--- config.mk ---
export PLATFORM = sky130hd
export DESIGN_NAME = i2c_cfg_arbiter
export DESIGN_NICKNAME = d
export VERILOG_FILES = /design/src/rtl/i2c_cfg_arbiter.sv
export SDC_FILE = /design/constraint.sdc
export NUM_CORES = 1
export LEC_CHECK = 0
export ABC_AREA = 1
export CORE_MARGIN = 2
export CORE_UTILIZATION = 43
export DETAILED_ROUTE_END_ITERATION = 12
export PLACE_DENSITY_LB_ADDON = 0.12
export SLEW_MARGIN = 20
export SYNTH_ARGS = -nofsm -noshare
export SYNTH_HDL_FRONTEND = slang
export SYNTH_SLANG_ARGS = --single-unit
export TNS_END_PERCENT = 10
--- constraint.sdc ---
create_clock -name clock_i2c -period 2.5 [get_ports clock_i2c]
set_input_delay 0.375 -clock clock_i2c [delete_from_list [all_inputs] [get_ports clock_i2c]]
set_output_delay 0.375 -clock clock_i2c [all_outputs]
set_load 0.1 [all_outputs]
--- src/rtl/i2c_cfg_arbiter.sv ---
// i2c_cfg_arbiter: round-robin arbiter sharing one i2c_com write engine
// between NUM_REQ camera register-configuration sequencers. It owns the
// start/i2c_data/tr_end handshake and returns per-requester done/err pulses.
module i2c_cfg_arbiter #(
    parameter int NUM_REQ = 4,
    parameter int DATA_W  = 32,
    parameter int TIMEOUT = 4095
) (
    input  logic                         clock_i2c,
    input  logic                         camera_rst,
    input  logic [NUM_REQ-1:0]           req,
    input  logic [NUM_REQ*DATA_W-1:0]    req_data,
    output logic [NUM_REQ-1:0]           gnt,
    output logic [NUM_REQ-1:0]           done,
    output logic [NUM_REQ-1:0]           err,
    output logic                         busy,
    output logic [$clog2(NUM_REQ)-1:0]   cur_id,
    output logic [DATA_W-1:0]            i2c_data,
    output logic                         start,
    input  logic                         tr_end,
    input  logic                         ack
);

    localparam int ID_W  = $clog2(NUM_REQ);
    localparam int CNT_W = $clog2(TIMEOUT + 1);

    typedef enum logic [1:0] {
        S_IDLE,
        S_WAIT_END,
        S_RELEASE
    } state_t;

    state_t              r_state, w_state_nxt;
    logic [NUM_REQ-1:0]  r_gnt, w_gnt_nxt;
    logic [NUM_REQ-1:0]  r_done, w_done_nxt;
    logic [NUM_REQ-1:0]  r_err, w_err_nxt;
    logic                r_busy, w_busy_nxt;
    logic [ID_W-1:0]     r_cur_id, w_cur_id_nxt;
    logic [DATA_W-1:0]   r_data, w_data_nxt;
    logic                r_start, w_start_nxt;
    logic [CNT_W-1:0]    r_cnt, w_cnt_nxt;
    // Scan start position: requester after the last winner (0 after reset).
    logic [ID_W-1:0]     r_ptr, w_ptr_nxt;

    logic                w_found;
    logic [ID_W-1:0]     w_win;
    logic [ID_W-1:0]     w_win_inc;

    assign gnt      = r_gnt;
    assign done     = r_done;
    assign err      = r_err;
    assign busy     = r_busy;
    assign cur_id   = r_cur_id;
    assign i2c_data = r_data;
    assign start    = r_start;

    // Round-robin pick: first set req bit scanning upward from r_ptr with wrap.
    always_comb begin
        int unsigned k;
        w_found = 1'b0;
        w_win   = '0;
        for (int unsigned i = 0; i < NUM_REQ; i++) begin
            k = int'(r_ptr) + i;
            if (k >= NUM_REQ) k = k - NUM_REQ;
            if (!w_found && req[k]) begin
                w_found = 1'b1;
                w_win   = ID_W'(k);
            end
        end
        w_win_inc = (w_win == ID_W'(NUM_REQ - 1)) ? '0 : w_win + 1'b1;
    end

    // Next-state and next-output logic; every output is registered below.
    always_comb begin
        w_state_nxt  = r_state;
        w_gnt_nxt    = r_gnt;
        w_done_nxt   = '0;
        w_err_nxt    = '0;
        w_cur_id_nxt = r_cur_id;
        w_data_nxt   = r_data;
        w_start_nxt  = r_start;
        w_cnt_nxt    = r_cnt;
        w_ptr_nxt    = r_ptr;
        case (r_state)
            S_IDLE: begin
                if (w_found) begin
                    w_gnt_nxt        = '0;
                    w_gnt_nxt[w_win] = 1'b1;
                    w_cur_id_nxt     = w_win;
                    w_data_nxt       = req_data[w_win*DATA_W +: DATA_W];
                    w_start_nxt      = 1'b1;
                    w_cnt_nxt        = '0;
                    w_ptr_nxt        = w_win_inc;
                    w_state_nxt      = S_WAIT_END;
                end
            end
            S_WAIT_END: begin
                // tr_end is checked first so it wins over a simultaneous timeout.
                if (tr_end) begin
                    w_start_nxt          = 1'b0;
                    w_gnt_nxt            = '0;
                    w_done_nxt[r_cur_id] = 1'b1;
                    w_err_nxt[r_cur_id]  = ~ack;
                    w_state_nxt          = S_RELEASE;
                end else if (r_cnt == CNT_W'(TIMEOUT - 1)) begin
                    w_start_nxt          = 1'b0;
                    w_gnt_nxt            = '0;
                    w_done_nxt[r_cur_id] = 1'b1;
                    w_err_nxt[r_cur_id]  = 1'b1;
                    w_state_nxt          = S_RELEASE;
                end else begin
                    w_cnt_nxt = r_cnt + 1'b1;
                end
            end
            S_RELEASE: begin
                // Hold off until the engine drops tr_end so it cannot end the next transfer.
                if (!tr_end) w_state_nxt = S_IDLE;
            end
            default: w_state_nxt = S_IDLE;
        endcase
        w_busy_nxt = (w_state_nxt != S_IDLE);
    end

    // State and registered outputs with synchronous active-high reset.
    always_ff @(posedge clock_i2c) begin
        if (camera_rst) begin
            r_state  <= S_IDLE;
            r_gnt    <= '0;
            r_done   <= '0;
            r_err    <= '0;
            r_busy   <= 1'b0;
            r_cur_id <= '0;
            r_data   <= '0;
            r_start  <= 1'b0;
            r_cnt    <= '0;
            r_ptr    <= '0;
        end else begin
            r_state  <= w_state_nxt;
            r_gnt    <= w_gnt_nxt;
            r_done   <= w_done_nxt;
            r_err    <= w_err_nxt;
            r_busy   <= w_busy_nxt;
            r_cur_id <= w_cur_id_nxt;
            r_data   <= w_data_nxt;
            r_start  <= w_start_nxt;
            r_cnt    <= w_cnt_nxt;
            r_ptr    <= w_ptr_nxt;
        end
    end

endmodule

-- Yosys cells after proc, flatten, opt, wreduce, memory -nomap -nowiden
Index checks and enable logic that the tools add are counted.
- muxes and demuxes: 45
- magnitude comparators: 12
- shift operators: 1
- equal/unequal tests: 8
- bitwise operators: 3
- $add $sub $neg: 9
- reductions and logical operators: 15
- operators with widths (cell ; count):
    32-bit by 3-bit less-than comparator with 1-bit output, second input constant ; 4
    32-bit two-way mux ; 4
    128-bit by 8-bit indexed part select with 32-bit output ; 1
    12-bit two-way mux ; 3
    4-bit two-way mux ; 6
    12-bit case mux with 2 select lines ; 1
    2-bit two-way mux ; 9
    1-bit two-way mux ; 13
    12-bit by 1-bit adder with 12-bit output, second input constant ; 1
    12-bit == test, second input constant ; 1
    3-bit by 3-bit subtractor with 4-bit output, second input constant ; 3
    3-bit greater-or-equal comparator, second input constant ; 3
    1-bit binary-select mux with 2-bit select ; 4
    4-bit case mux with 2 select lines ; 1
    2-bit by 2-bit adder with 3-bit output, second input constant ; 2
    2-bit by 3-bit less-than comparator with 1-bit output, second input constant ; 2
    2-bit inequality test, second input constant ; 3
    2-bit case mux with 3 select lines ; 1
    1-bit logical AND ; 5
    4-bit AND ; 1
    1-bit demux with 2-bit select ; 2
    2-bit == test, second input constant ; 2
    2-bit by 1-bit greater-or-equal comparator with 1-bit output, second input constant ; 2
    4-bit AND reduction ; 1
    other kinds (14) ; 18
- input port bits: 136
- word-level logic and storage cells: 103
- output and inout bits: 48
- bits in registers: 64

-- Depth between registers and ports, before layout
Gate-level depths: netlist of the first run.
- word-level depth: 20
- gate-level depth with buffers: 17
- depth with buffers taken out: 16

-- Least setup slack after synthesis of the first run
No wires, ideal clock.
- path type: flip-flop to flip-flop
- start: register r_ptr[0]
- end: register r_ptr[1]
- library setup time: 119 ps
- cell stages (with the launch flop): 13
- clock period less this slack: 2039 ps
- arrival time: 1919 ps
- setup slack: 461 ps
- data required time: 2381 ps
- buffers on the path: 2
- cells stage by stage: dfxtp_1 -> buf_4 -> nand2_1 -> nand3_2 -> nand2_2 -> nor2_4 -> nand4_1 -> nand2_4 -> inv_2 -> buf_6 -> ha_1 -> o21ai_0 -> a21oi_1
- cells in the longest elaborated chain, start to end: 16
- elaborated cells between the ends (all ways): 41
- those cells by class: add/sub (8); order compare (4); eq/ne (1); mux (21); reduce/logical (7)
- ends and longest elaborated chain (item ; line ; RTL):
    start: declaration ; 43 ; logic [ID_W-1:0] r_ptr, w_ptr_nxt;
    start signal: assignment ; 147 ; r_ptr <= w_ptr_nxt;
    branches (longest 13 deep; another with 3-bit by 3-bit subtractor with 4-bit output) ; -- ;
    2-bit two-way mux (*) ; 65 ; if (!w_found && req[k]) begin
    via w_win[1] ; 46 ; logic [ID_W-1:0] w_win;
    2-bit by 1-bit adder with 2-bit output or 2-bit == test (tied branches) ; 70 ; w_win_inc = (w_win == ID_W'(NUM_REQ - 1)) ? '0 : w_win + 1'b1;
    2-bit two-way mux (*) ; 70 ;
    via w_win_inc[1] ; 47 ; logic [ID_W-1:0] w_win_inc;
Mark *: on every way through the listed nets, which the timed path passes. The select of a mux whose other input is x is not followed.
A chain may end at the register's enable or synchronous reset.

-- Worst setup path in the final report of the first run
- start: register r_ptr[0]
- end: register r_gnt[0] (netlist: gnt[0])
- cells in the longest elaborated chain, start to end: 20
- elaborated cells between the ends (all ways): 46
- those cells by class: add/sub (7); order compare (6); eq/ne (1); mux (24); reduce/logical (8)
- ends and longest elaborated chain (item ; line ; RTL):
    branches (longest 20 deep; another with 3-bit by 3-bit subtractor with 4-bit output) ; -- ;
    end signal: assignment ; 139 ; r_gnt <= w_gnt_nxt;
    end: declaration ; 34 ; logic [NUM_REQ-1:0] r_gnt, w_gnt_nxt;
Parallel ways; which one is timed is not known. The select of a mux whose other input is x is not followed.

==> results of run 1 <==
==> worst max-delay path: stages (launching register included) <==
cell	delay, ps
dfxtp_2	430
inv_2	120
nand2_1	90
nand2_2	90
nand2_1	90
nand2_2	70
nor2_4	120
nand4_1	180
nand2_4	130
buf_4	190
buf_4	200
ha_1	150
nand2_1	50
a21oi_1	150
==> routing by layer <==
metal	vias to the layer above	share of wire	track usage
li1	2546	-	-
met1	2177	0.41	0.297
met2	144	0.50	0.433
met3	30	0.057	0.0468
met5	-	0	0
met4	0	0.030	0.121
==> state kept, by name, indices dropped and copies added, names as in the netlist, 2 cells and up <==
register	flops
i2c_data	32
gnt	4
cur_id	2
done	4
r_ptr	2
r_cnt	12
r_state	2
err	4
==> metrics by stage <==
stage / cell area [um2] / hold WS [ps] / setup WS [ps]
2_1_floorplan: 4190 / 461 / 461
3_3_place_gp: 6070 / 452 / 152
3_5_place_dp: 6070 / 459 / 83.6
4_1_cts: 6250 / 372 / 237
5_1_grt: 6250 / 433 / 150
6_report: 6250 / 382 / 368
==> layout make-up <==
type                            count  area, um2
Clock buffer                       12        155
Clock inverter                      4       28.8
Fill cell                         928       3340
Inverter                           83        312
Multi-Input combinational cell    537       2400
Sequential cell                    64       1280
Tap cell                          133        166
Timing Repair Buffer              201       1900
==> cell usage after synthesis, types with 3 or more instances <==
cell type  number
buf_6           7
xor2_1          4
o21ai_0         5
a211oi_1        3
a21oi_1        18
nand3_1        61
nand2_4         3
nor2_1        116
nand4_1         4
clkbuf_1        6
inv_1          78
buf_1           3
dfxtp_1        64
inv_2           5
buf_2          13
nand3b_1       16
ha_1            6
nor3_1          6
nand3_2         4
nand2_1       272
nand2_2         7
==> timing repair <==
item                                    CTS  global route
resized for setup                         0             1
hold buffers                              0             0
endpoints found under the setup margin    0             3
==> cell families after synthesis <==
logic type	count (synthesis)
buffers and inverters	114
DFF	64
xor gates and xnor gates	4
AOI/OAI and AO/OA	34
and+or+nand+nor	493
adders and majority gates	6
==> worst min-delay path by stage <==
stage                    start  slack (ps)  cells past startpoint           end
detailed placement      gnt[3]         460                      2        gnt[3]
CTS                 camera_rst         370                      4  i2c_data[31]
floorplan             r_cnt[7]         460                      2      r_cnt[7]
finish              camera_rst         380                      4  i2c_data[31]
global route        camera_rst         430                      4  i2c_data[31]
global placement        gnt[2]         450                      2        gnt[2]
==> power groups by stage <==
stage          sequential (mW)  combinational (mW)  clock (mW)
2_1_floorplan             3.10                3.48           0
3_3_place_gp              1.47                6.60           0
3_5_place_dp              1.48                6.70           0
4_1_cts                   1.46                6.73       0.857
5_1_grt                   1.50                7.40       0.907
6_report                  1.46                6.72       0.833
==> results.yml, run 1 <==
logic_synthesis:
  dominantRegCellSynth: "dfxtp_1"
  yosys_warnings: 0
  synth-seq-cells: 64
  synth.area.mux_share: 0
  synth_cell_type_count: 31
  synth_top_area_frac: 0.306
  synth_top_family_by_area: "simple AND/OR/NAND/NOR gates"
  synth-simple-area-share: 0.499
  yosys.area_share.adder: 0.0179
  synthesis.area_um2: 4190
  synth_cells: 715
  synth_compound_area_frac: 0.0481
  ys_top_cells_by_area: "dfxtp_1, nand2_1, nor2_1"
  postSynth.asyncResetShare: 0
  syn_nets: 857
  synth.largest_area_cell: "dfxtp_1"
  synth_edf_count: 0
  synth_xor_area_frac: 0.00837
  ys_seq_area_frac: 0.306
  syn_avg_cell_area_um2: 5.86
sta:
  finalSetupViolCount: 0
  finalHoldViolCount: 0
  post-route-min-period_ps: 2130
  rsz0062_at_grt: "false"
  period_share: 0.853
  slew_headroom: 0.666
  drv_slew: 0
  worstMarginPinSlew_ps: 501
  fmax_ghz: 0.469
  fin_tns_setup_ps: 0
  final.setup_skew_ps: 11.3
run:
  maxCapViolCount: 0
cts:
  clkTransAtPathRegs_ps: 70
  cts_root_buf: "clkbuf_8"
  cts_tree: "built"
  cts_setup_buffers: 0
  cts_made_buffers: 9
  cts.sinks: 64
  htreeDepth: 3
  clkLatencyLatePin_ps: 350
  clock_path_buffers: 2
pwr:
  seqPwrFrac: 0.162
  power_density_nw_per_um2: 1440
  p_sw_frac: 0.584
  switchingPower_mw: 5.27
  power.leakage_nw: 3.14
  ir_drop_uv: 954
  p_comb_frac: 0.745
  clockPowerShare: 0.092
  p_int_mw: 3.75
  total_power_mw: 9.02
layout:
  antennaDiodeCount: 0
  final_nets: 1038
  layout.cells.most_common: "nand2_1"
  layout_common_cells: "nand2_1, clkdlybuf4s50_1, nor2_1"
  fin_cells: 1034
  drive_above_1_share: 0.118
  final_util: 0.652
  area_growth_pct: 49.3
grt:
  grt_overflow: 0
  grt_max_degree: 48
  grt_usage: 0.250
  antenna_found_initial: 0
  grt_pass1_vias: 4640
  grt_pass1_wl_mm: 20.9
placed_design:
  gp_congestion: 0.950
  place_hpwl_mm: 9.68
  place_inst: 1018
  io_buffers: 183
setup_path:
  timing.rr.end: "gnt[0]"
  reg2regPathDepth: 13
  rrSetupSlack_ps: 370
  worst_setup_path_end_kind: "flip-flop"
  cp_max_fo: 11
  crit_type: "reg -> reg"
  arrival_ps: 2410
  worstSetupEndpoint: "gnt[0]"
  worstPathRequired_ps: 2780
  cp-start-kind: "flip-flop"
  crit_path_start: "r_ptr[0]"
  worstReg2RegStart: "r_ptr[0]"
drt:
  wl_per_cell_um: 12.4
  vias: 4897
  drc: 0
  first_iter_violations: 159
  avgViaCountPerCell: 4.74
  ant_nets: 0
  routed_wl_mm: 12.8
  firstDrtPassIters: 4
die:
  dieArea_um2: 10500
  start_util: 0.436
  die_h_um: 103
  io_pins: 184
  die_x_um: 103
  rows: 36
  core_area_um2: 9590
status:
  status: "finished clean"
worst_hold_path:
  hp-class: "in -> reg"
Power figures use the tool's default switching activity.
==> run 2, diff against run 1 <==
--- a/config.mk
+++ b/config.mk
@@ -6,11 +6,11 @@
 export NUM_CORES = 1
 export LEC_CHECK = 0
 export ABC_AREA = 1
+export ABC_CLOCK_PERIOD_IN_PS = 2500
 export CORE_MARGIN = 2
 export CORE_UTILIZATION = 43
 export DETAILED_ROUTE_END_ITERATION = 12
 export PLACE_DENSITY_LB_ADDON = 0.12
-export SLEW_MARGIN = 20
 export SYNTH_ARGS = -nofsm -noshare
 export SYNTH_HDL_FRONTEND = slang
 export SYNTH_SLANG_ARGS = --single-unit
==> results of run 2 <==
Final layout, timing and power as in run 1 (identical DEF).
==> run 3, diff against run 2 <==
--- a/config.mk
+++ b/config.mk
@@ -7,6 +7,7 @@
 export LEC_CHECK = 0
 export ABC_AREA = 1
 export ABC_CLOCK_PERIOD_IN_PS = 2500
+export CORE_ASPECT_RATIO = 0.8
 export CORE_MARGIN = 2
 export CORE_UTILIZATION = 43
 export DETAILED_ROUTE_END_ITERATION = 12
==> run 3 against run 2 <==
Compared with the run above: via count up 1.0%; global-route usage down 0.18 points; maximum frequency down 1.0%; clock power up 39%; setup slack worse by 23 ps; combinational power down 1%; register-to-register slack worse by 20 ps; first-iteration DRC count up 110%; core utilization up 0.72 points; sequential power about the same.
==> results.yml, run 3 (same netlist as run 1, synthesis figures left out) <==
setup_path:
  arrival_ps: 2370
  worst_setup_path_end_kind: "flip-flop"
  crit_chain: "buf_4 -> nand2_1 -> nand3_2 -> nand2_2 -> nor2_4 -> nand3_2 -> nand3_2 -> nand2_4 -> inv_2 -> ha_1 -> o21ai_0 -> a21oi_1"
  cp-start-kind: "flip-flop"
  cp_top_family: "simple AND/OR/NAND/NOR gates"
  rrSetupSlack_ps: 350
  cpPeakStageDelay_ps: 450
  worstPathRequired_ps: 2720
  crit_type: "reg -> reg"
  crit_slowest_cell: "dfxtp_1"
  critPathBufInv: 2
  crit_top_cell: "nand3_2"
  cp_max_fo: 11
placed_design:
  placed_area_um2: 6030
  place_hpwl_mm: 9.91
  gp_congestion: 0.895
  io_buffers: 183
layout:
  drive_above_1_share: 0.116
  n_fill_cell: 857
  area_growth_pct: 50.5
  antennaDiodeCount: 0
  final_nets: 1037
  layout.cells.most_common: "nand2_1"
  layout_common_cells: "nand2_1, clkdlybuf4s50_1, nor2_1"
  area.sequential_um2: 1280
  largest_reg_flops: 32
  finish.instance_area_um2: 6300
  multi_input_area_um2: 2400
sta:
  period_share: 0.862
  post-route-min-period_ps: 2150
  fmax_ghz: 0.464
  final.setup_skew_ps: 5.42
  rsz0062_at_grt: "false"
  finalSetupViolCount: 0
  fin_tns_setup_ps: 0
  slew_headroom: 0.658
  drv_slew: 0
  worstMarginPinSlew_ps: 513
  finalHoldViolCount: 0
cts:
  cts_hold_buf: 0
  clkLatencyLatePin_ps: 330
  clock_path_buffers: 2
  cts_tree: "built"
  clkTransAtPathRegs_ps: 50
  cts.sinks: 64
  cts_root_buf: "clkbuf_16"
  cts_setup_buffers: 0
  cts_made_buffers: 9
  cts_resized: 0
  htreeDepth: 3
drt:
  avgViaCountPerCell: 4.86
  wl_per_cell_um: 12.7
  routed_wl_mm: 13.0
  vias: 4948
  drc: 0
  firstDrtPassIters: 5
  ant_nets: 0
  first_iter_violations: 330
run:
  maxCapViolCount: 0
pwr:
  power_density_nw_per_um2: 1470
  power.leakage_nw: 3.17
  ir_drop_uv: 972
grt:
  grt_usage: 0.248
  grt_pass1_wl_mm: 21.0
  antenna_found_initial: 0
  grt_pass1_vias: 4508
  grt_overflow: 0
  grt_max_degree: 48
die:
  start_util: 0.438
  die_h_um: 92.3
  rows: 32
  dieArea_um2: 10500
  die_x_um: 114
  io_pins: 184
  core_area_um2: 9570
status:
  status: "finished clean"
worst_hold_path:
  hp-class: "in -> reg"
run 3: layout make-up:
| type | instances | area share |
|---|---|---|
| multi-input combinational | 537 | 0.381 |
| timing repair buffer | 200 | 0.299 |
| sequential | 64 | 0.203 |
| inverter | 83 | 0.0494 |
| clock buffer | 11 | 0.0385 |
| tap | 119 | 0.0236 |
| clock inverter | 5 | 0.00516 |
run 3: routing by layer:
metal / vias to the layer above / GRT usage / routed length [um]
met5: - / 0 / 0
met4: 0 / 0.0793 / 249
met3: 22 / 0.0621 / 865
met2: 184 / 0.428 / 6430
met1: 2194 / 0.302 / 5420
li1: 2548 / - / -
run 3: metrics by stage:
stage | cells | utilization | hold slack, ps | setup slack [ps] | power (mW)
2_1_floorplan | 715 | - | 461 | 461 | 6.58
3_3_place_gp | 1003 | 0.630 | 452 | 171 | 8.03
3_5_place_dp | 1003 | 0.630 | 455 | 136 | 8.10
4_1_cts | 1019 | 0.659 | 381 | 347 | 9.29
5_1_grt | 1019 | 0.659 | 429 | 148 | 10.0
6_report | 1019 | 0.659 | 390 | 345 | 9.25
run 3: final timing paths:
| check | start | endpoint | cells after the start |
|---|---|---|---|
| max | r_ptr[0] | r_ptr[1] | 12 |
| min | camera_rst | i2c_data[29] | 4 |
| max reg2reg | r_ptr[0] | r_ptr[1] | 12 |
| min reg2reg | gnt[1] | gnt[1] | 2 |
run 3: report_power, final:
part,leakage (nW),internal [mW],switching (mW)
combinational,2.52,1.99,4.63
sequential,0.526,1.30,0.173
clock,0.128,0.693,0.462
total,3.17,3.98,5.27
run 3: worst reg2reg max path, delay by kind of cell, from the launching register on:
kind	cells	cell delay (ps)
buffers and inverters	2	390
AO/OA/AOI/OAI	2	210
AND/OR/NAND/NOR	7	710
flip-flops	1	450
adder cells (fa/ha/maj)	1	270
